==> src/rtl/multi_channel_tick_divider.sv <==
// rtl/multi_channel_tick_divider.sv - NUM_CH programmable tick/divided-clock generator with shadowed periods.
// Optional PHASE_SYNC_EN adds sync_pulse to realign every channel.
module multi_channel_tick_divider #(
  parameter int NUM_CH         = 4,
  parameter int CNT_W          = 32,
  parameter int DEFAULT_PERIOD = 50_000,
  parameter int CH_W           = (NUM_CH > 1) ? $clog2(NUM_CH) : 1
) (
  input  logic              clk,
  input  logic              reset,
  input  logic [NUM_CH-1:0] enable,
`ifdef PHASE_SYNC_EN
  input  logic              sync_pulse,
`endif
  input  logic              cfg_valid,
  output logic              cfg_ready,
  input  logic [CH_W-1:0]   cfg_ch,
  input  logic [CNT_W-1:0]  cfg_period,
  output logic [NUM_CH-1:0] tick,
  output logic [NUM_CH-1:0] div_clk,
  output logic [NUM_CH-1:0] pending
);

  localparam int NPAD = 1 << CH_W;

  logic [NPAD-1:0] pend_pad;
  logic            in_range;
  logic            xfer;
  logic            sync;

`ifdef PHASE_SYNC_EN
  assign sync = sync_pulse;
`else
  assign sync = 1'b0;
`endif

  // Pad pending to the full index space so any cfg_ch value selects a defined bit.
  always_comb begin
    pend_pad = '0;
    pend_pad[NUM_CH-1:0] = pending;
  end

  assign in_range  = ({1'b0, cfg_ch} < (CH_W + 1)'(NUM_CH));
  assign cfg_ready = in_range ? ~pend_pad[cfg_ch] : 1'b1;
  assign xfer      = cfg_valid & cfg_ready & in_range;

  for (genvar g = 0; g < NUM_CH; g++) begin : g_ch
    logic [CNT_W-1:0] cnt;
    logic [CNT_W-1:0] period;
    logic [CNT_W-1:0] shadow;
    logic             pend_q;
    logic             tick_q;
    logic             div_q;
    logic             hit;
    logic             tc;

    assign hit = xfer && (cfg_ch == CH_W'(g));
    assign tc  = enable[g] && (period != '0) && (cnt >= period - CNT_W'(1));

    always_ff @(posedge clk) begin
      if (reset) begin
        cnt    <= '0;
        period <= CNT_W'(DEFAULT_PERIOD);
        shadow <= '0;
        pend_q <= 1'b0;
        tick_q <= 1'b0;
        div_q  <= 1'b0;
      end else begin
        tick_q <= 1'b0;
        if (sync) begin
          cnt   <= '0;
          div_q <= 1'b0;
          if (pend_q) begin
            period <= shadow;
            pend_q <= 1'b0;
          end
        end else if (period == '0) begin
          // A stopped channel picks up a new period regardless of enable.
          cnt <= '0;
          if (pend_q) begin
            period <= shadow;
            pend_q <= 1'b0;
          end
        end else if (enable[g]) begin
          if (tc) begin
            cnt    <= '0;
            tick_q <= 1'b1;
            div_q  <= ~div_q;
            if (pend_q) begin
              period <= shadow;
              pend_q <= 1'b0;
            end
          end else begin
            cnt <= cnt + CNT_W'(1);
          end
        end
        // hit implies pend_q was clear, so this never races the apply above.
        if (hit) begin
          shadow <= cfg_period;
          pend_q <= 1'b1;
        end
      end
    end

    assign tick[g]    = tick_q;
    assign div_clk[g] = div_q;
    assign pending[g] = pend_q;
  end

endmodule

==> config.mk <==
export PLATFORM = sky130hd
export DESIGN_NAME = multi_channel_tick_divider
export DESIGN_NICKNAME = d
export VERILOG_FILES = /design/src/rtl/multi_channel_tick_divider.sv
export SDC_FILE = /design/constraint.sdc
export NUM_CORES = 1
export LEC_CHECK = 0
export ABC_AREA = 0
export CORE_MARGIN = 3
export CORE_UTILIZATION = 55
export DETAILED_ROUTE_END_ITERATION = 10
export GPL_TIMING_DRIVEN = 0
export PLACE_DENSITY = 0.83
export SKIP_LAST_GASP = 1
export SLEW_MARGIN = 10
export SYNTH_ARGS = -nofsm -noshare
export SYNTH_HDL_FRONTEND = slang
export SYNTH_SLANG_ARGS = --single-unit
export TNS_END_PERCENT = 1
==> constraint.sdc <==
create_clock -name clk -period 10.8 [get_ports clk]
set_clock_uncertainty 0.2 [all_clocks]
set_input_delay 1.62 -clock clk [delete_from_list [all_inputs] [get_ports clk]]
set_output_delay 1.62 -clock clk [all_outputs]
set_load 0.01 [all_outputs]
==> flow_metrics.py <==
metrics = {
    "outcome": {
        "status": "completed",
    },
    "cts": {
        "cts.sinks": 396,
        "cts-root-buf": "clkbuf_16",
        "hold_buffers": 0,
        "cts_tree": "built",
        "insertion_delay_ns": 0.54,
        "ctsHtreeMaxLevel": 2,
        "postCtsSetupRepairBufs": 0,
        "cts_max_path_buffers": 3,
        "cts.reportedPaths.clkPinSlew_ns": 0.06,
        "cts_resized": 0,
        "numCtsBuffers": 42,
    },
    "yosys": {
        "synth.avg_cell_area_um2": 8.37,
        "synth_ff_type": "dfxtp_1",
        "syn_nets": 2561,
        "synth_top_area_cell": "dfxtp_1",
        "seq_area_frac_synth": 0.397,
        "synth_area_mm2": 0.0200,
        "synthTopCellsByArea": "dfxtp_1 40%, ha_1 8.5%, nand2_1 7.6%",
        "netlist_instances": 2384,
        "synth_top_cell_area_share": 0.397,
        "synth_cell_type_count": 60,
        "synthArstFlopShare": 0,
        "synth_warnings": 0,
        "synth_edf_count": 0,
        "ys_seq_elements": 396,
    },
    "setup_path": {
        "r2r_cells": 14,
        "critPathCapture": "g_ch[2].cnt[31]$_SDFFE_PP0P_",
        "crit_path_start_kind": "flip-flop",
        "cp_max_fo": 10,
        "end_kind": "flip-flop",
        "critical_path.startpoint": "g_ch[2].period[4]$_SDFFE_PP1P_",
        "cp.arrival_ns": 5.51,
        "cp.required_ns": 10.99,
        "r2r-start": "g_ch[2].period[4]$_SDFFE_PP1P_",
        "reg2reg_to": "g_ch[2].cnt[31]$_SDFFE_PP0P_",
        "path_class": "reg2reg",
        "rrSetupSlack_ns": 5.49,
    },
    "die": {
        "rows": 69,
        "die_h_um": 197,
        "die_area_mm2": 0.0386,
        "die_w_um": 197,
        "boundaryPins": 54,
        "start_util": 0.560,
        "coreArea_mm2": 0.0357,
    },
    "routing": {
        "drt_pass1_iterations": 6,
        "wl_mm": 50.2,
        "routedWlPerCell_um": 16.9,
        "ant_nets": 0,
        "drtIter0Drc": 1243,
        "avgViaCountPerCell": 5.80,
        "via_count": 17200,
        "drcViolationCount": 0,
    },
    "placed_design": {
        "dp_cells": 2896,
        "io_buffer_count": 51,
        "place_ws_ns": 5.44,
        "place_hpwl_mm": 37.2,
        "gp_congestion": 0.908,
    },
    "timing": {
        "hold_viol_final": 0,
        "slew_viol_final": 0,
        "period_needed_ns": 5.31,
        "fin_ws_ns": 5.49,
        "fin_setup_tns_ns": 0,
        "finalCritPeriodShare": 0.492,
        "rsz0062_at_grt": "no",
        "relSlewSlack": 0.288,
        "fmax_mhz": 188,
        "finalSetupViolCount": 0,
        "worst_pin_slew_ns": 1.06,
    },
    "power": {
        "switching_share": 0.224,
        "power.leakage_uw": 0.00889,
        "p_int_uw": 2410,
        "switchingPower_uw": 698,
        "p_clk_frac": 0.477,
        "vdd_drop_max_uv": 152,
        "p_seq_frac": 0.481,
        "p_comb_frac": 0.041,
        "power_density_mw_per_mm2": 138,
    },
    "global_route": {
        "overflow": 0,
        "grt_pass1_vias": 16700,
        "globalRouteMet3Util": 0.0557,
        "grt_max_degree": 15,
        "gr-usage-met1": 0.317,
        "grt_pass1_wl_mm": 81.6,
        "use_met2": 0.437,
        "antenna_found_initial": 0,
        "grt.total_usage": 0.254,
        "grt_busiest_layer": "met2",
    },
    "run": {
        "maxCapViolCount": 0,
    },
    "cells_and_area": {
        "finish.net_count": 2656,
        "final_cells": 2971,
        "layout-drive-gt1-share": 0.0458,
        "syn_to_final_growth_pct": 12.6,
        "antenna_cells": 0,
    },
    "worst_hold_path": {
        "hold_path.class": "reg2reg",
    },
}
==> stage by stage <==
step	hold WS (ns)	utilization	cell area (µm²)	total power, µW
finish	0.261	0.630	22500	3110
detailed placement	0.253	0.590	21100	1650
global route	0.278	0.630	22500	3190
CTS	0.256	0.630	22500	3120
global placement	0.245	0.590	21100	1650
floorplan	0.236	-	20000	1590
==> routing by layer <==
metal  part of all wire  wire length, µm
met1               0.41            20500
met2               0.47            23700
met3              0.083             4180
met4              0.036             1790
met5                  0                0
==> Yosys cell counts (9+ instances only) <==
master	n
and4_1	18
nor3_1	76
buf_4	15
buf_2	9
nand2b_1	12
nor2b_1	11
nor4_1	28
nand3_1	62
or3_1	15
dfxtp_1	396
o21ai_0	31
ha_1	136
nor2_1	321
mux2i_1	107
xor2_1	124
nand2_1	402
and3_1	22
inv_1	28
clkbuf_1	80
or4_1	28
a21oi_1	189
xnor2_1	114
nand4_1	61
==> power by group through the flow <==
stage	clock network, µW	logic, µW	registers [µW]
after floorplan	0	66.1	1520
after global placement	0	119	1530
after detailed placement	0	122	1530
after CTS	1500	124	1500
after global routing	1560	137	1500
final	1480	129	1500
==> cells by family after synthesis <==
group	count (synthesis)	synth area share
xor gates and xnor gates	238	0.104
AOI/OAI and AO/OA	278	0.0780
and+or+nand+nor	1086	0.249
muxes	109	0.0548
buffers and inverters	141	0.0310
adders and majority gates	136	0.0852
DFF	396	0.397
==> area by class of cell <==
cell class | count | area (µm²)
Fill cell | 2908 | 13200
Timing Repair Buffer | 51 | 510
Multi-Input combinational cell | 1847 | 11400
Inverter | 29 | 109
Clock inverter | 20 | 246
Clock buffer | 55 | 1180
Tap cell | 461 | 577
Sequential cell | 396 | 7930
Buffer | 112 | 510
==> critical path: stages (launching register included) <==
cell and delay, ns:
dfxtp_1 0.36, or4_1 0.60, nor3_1 0.59, nand3_1 0.34, or3_1 0.45, xor2_1 0.16
ha_1 0.31, nand4_1 0.19, nor4_1 0.42, o21ai_0 0.17, a31oi_1 0.24, o211ai_1 0.26
nand3_1 0.33, clkbuf_1 0.45, nor2_1 0.10
==> how the worst min path moves through the flow <==
| stage | start | endpoint | slack (ns) | depth (start not counted) |
|---|---|---|---|---|
| detailed placement | g_ch[0].shadow[19]$_SDFFE_PP0P_ | g_ch[0].shadow[19]$_SDFFE_PP0P_ | 0.25 | 2 |
| CTS | g_ch[1].shadow[24]$_SDFFE_PP0P_ | g_ch[1].period[24]$_SDFFE_PP0P_ | 0.26 | 2 |
| finish | g_ch[2].shadow[23]$_SDFFE_PP0P_ | g_ch[2].shadow[23]$_SDFFE_PP0P_ | 0.26 | 2 |
| global placement | g_ch[1].shadow[4]$_SDFFE_PP0P_ | g_ch[1].shadow[4]$_SDFFE_PP0P_ | 0.24 | 2 |
| global route | g_ch[1].shadow[13]$_SDFFE_PP0P_ | g_ch[1].period[13]$_SDFFE_PP0P_ | 0.28 | 2 |
| floorplan | g_ch[0].shadow[0]$_SDFFE_PP0P_ | g_ch[0].shadow[0]$_SDFFE_PP0P_ | 0.24 | 2 |
==> registers in the layout, summed over array words and instances, names as in the netlist <==
name	cells
g_ch.period	128
g_ch.div_q	4
g_ch.pend_q	4
g_ch.shadow	128
g_ch.cnt	128
g_ch.tick_q	4
==> cell usage in the layout (no fill, tap or decap), types with 18 or more instances in the layout <==
master | Yosys | final
nand2_1 | 402 | 402
dfxtp_1 | 396 | 396
nor2_1 | 321 | 321
a21oi_1 | 189 | 189
ha_1 | 136 | 136
xor2_1 | 124 | 124
xnor2_1 | 114 | 114
mux2i_1 | 107 | 107
clkbuf_1 | 80 | 86
nor3_1 | 76 | 76
nand3_1 | 62 | 62
nand4_1 | 61 | 61
clkdlybuf4s50_1 | 0 | 51
clkbuf_16 | 0 | 43
o21ai_0 | 31 | 31
or4_1 | 28 | 28
inv_1 | 28 | 28
nor4_1 | 28 | 28
and3_1 | 22 | 22
and4_1 | 18 | 18
(Power assumes the default switching activity.)
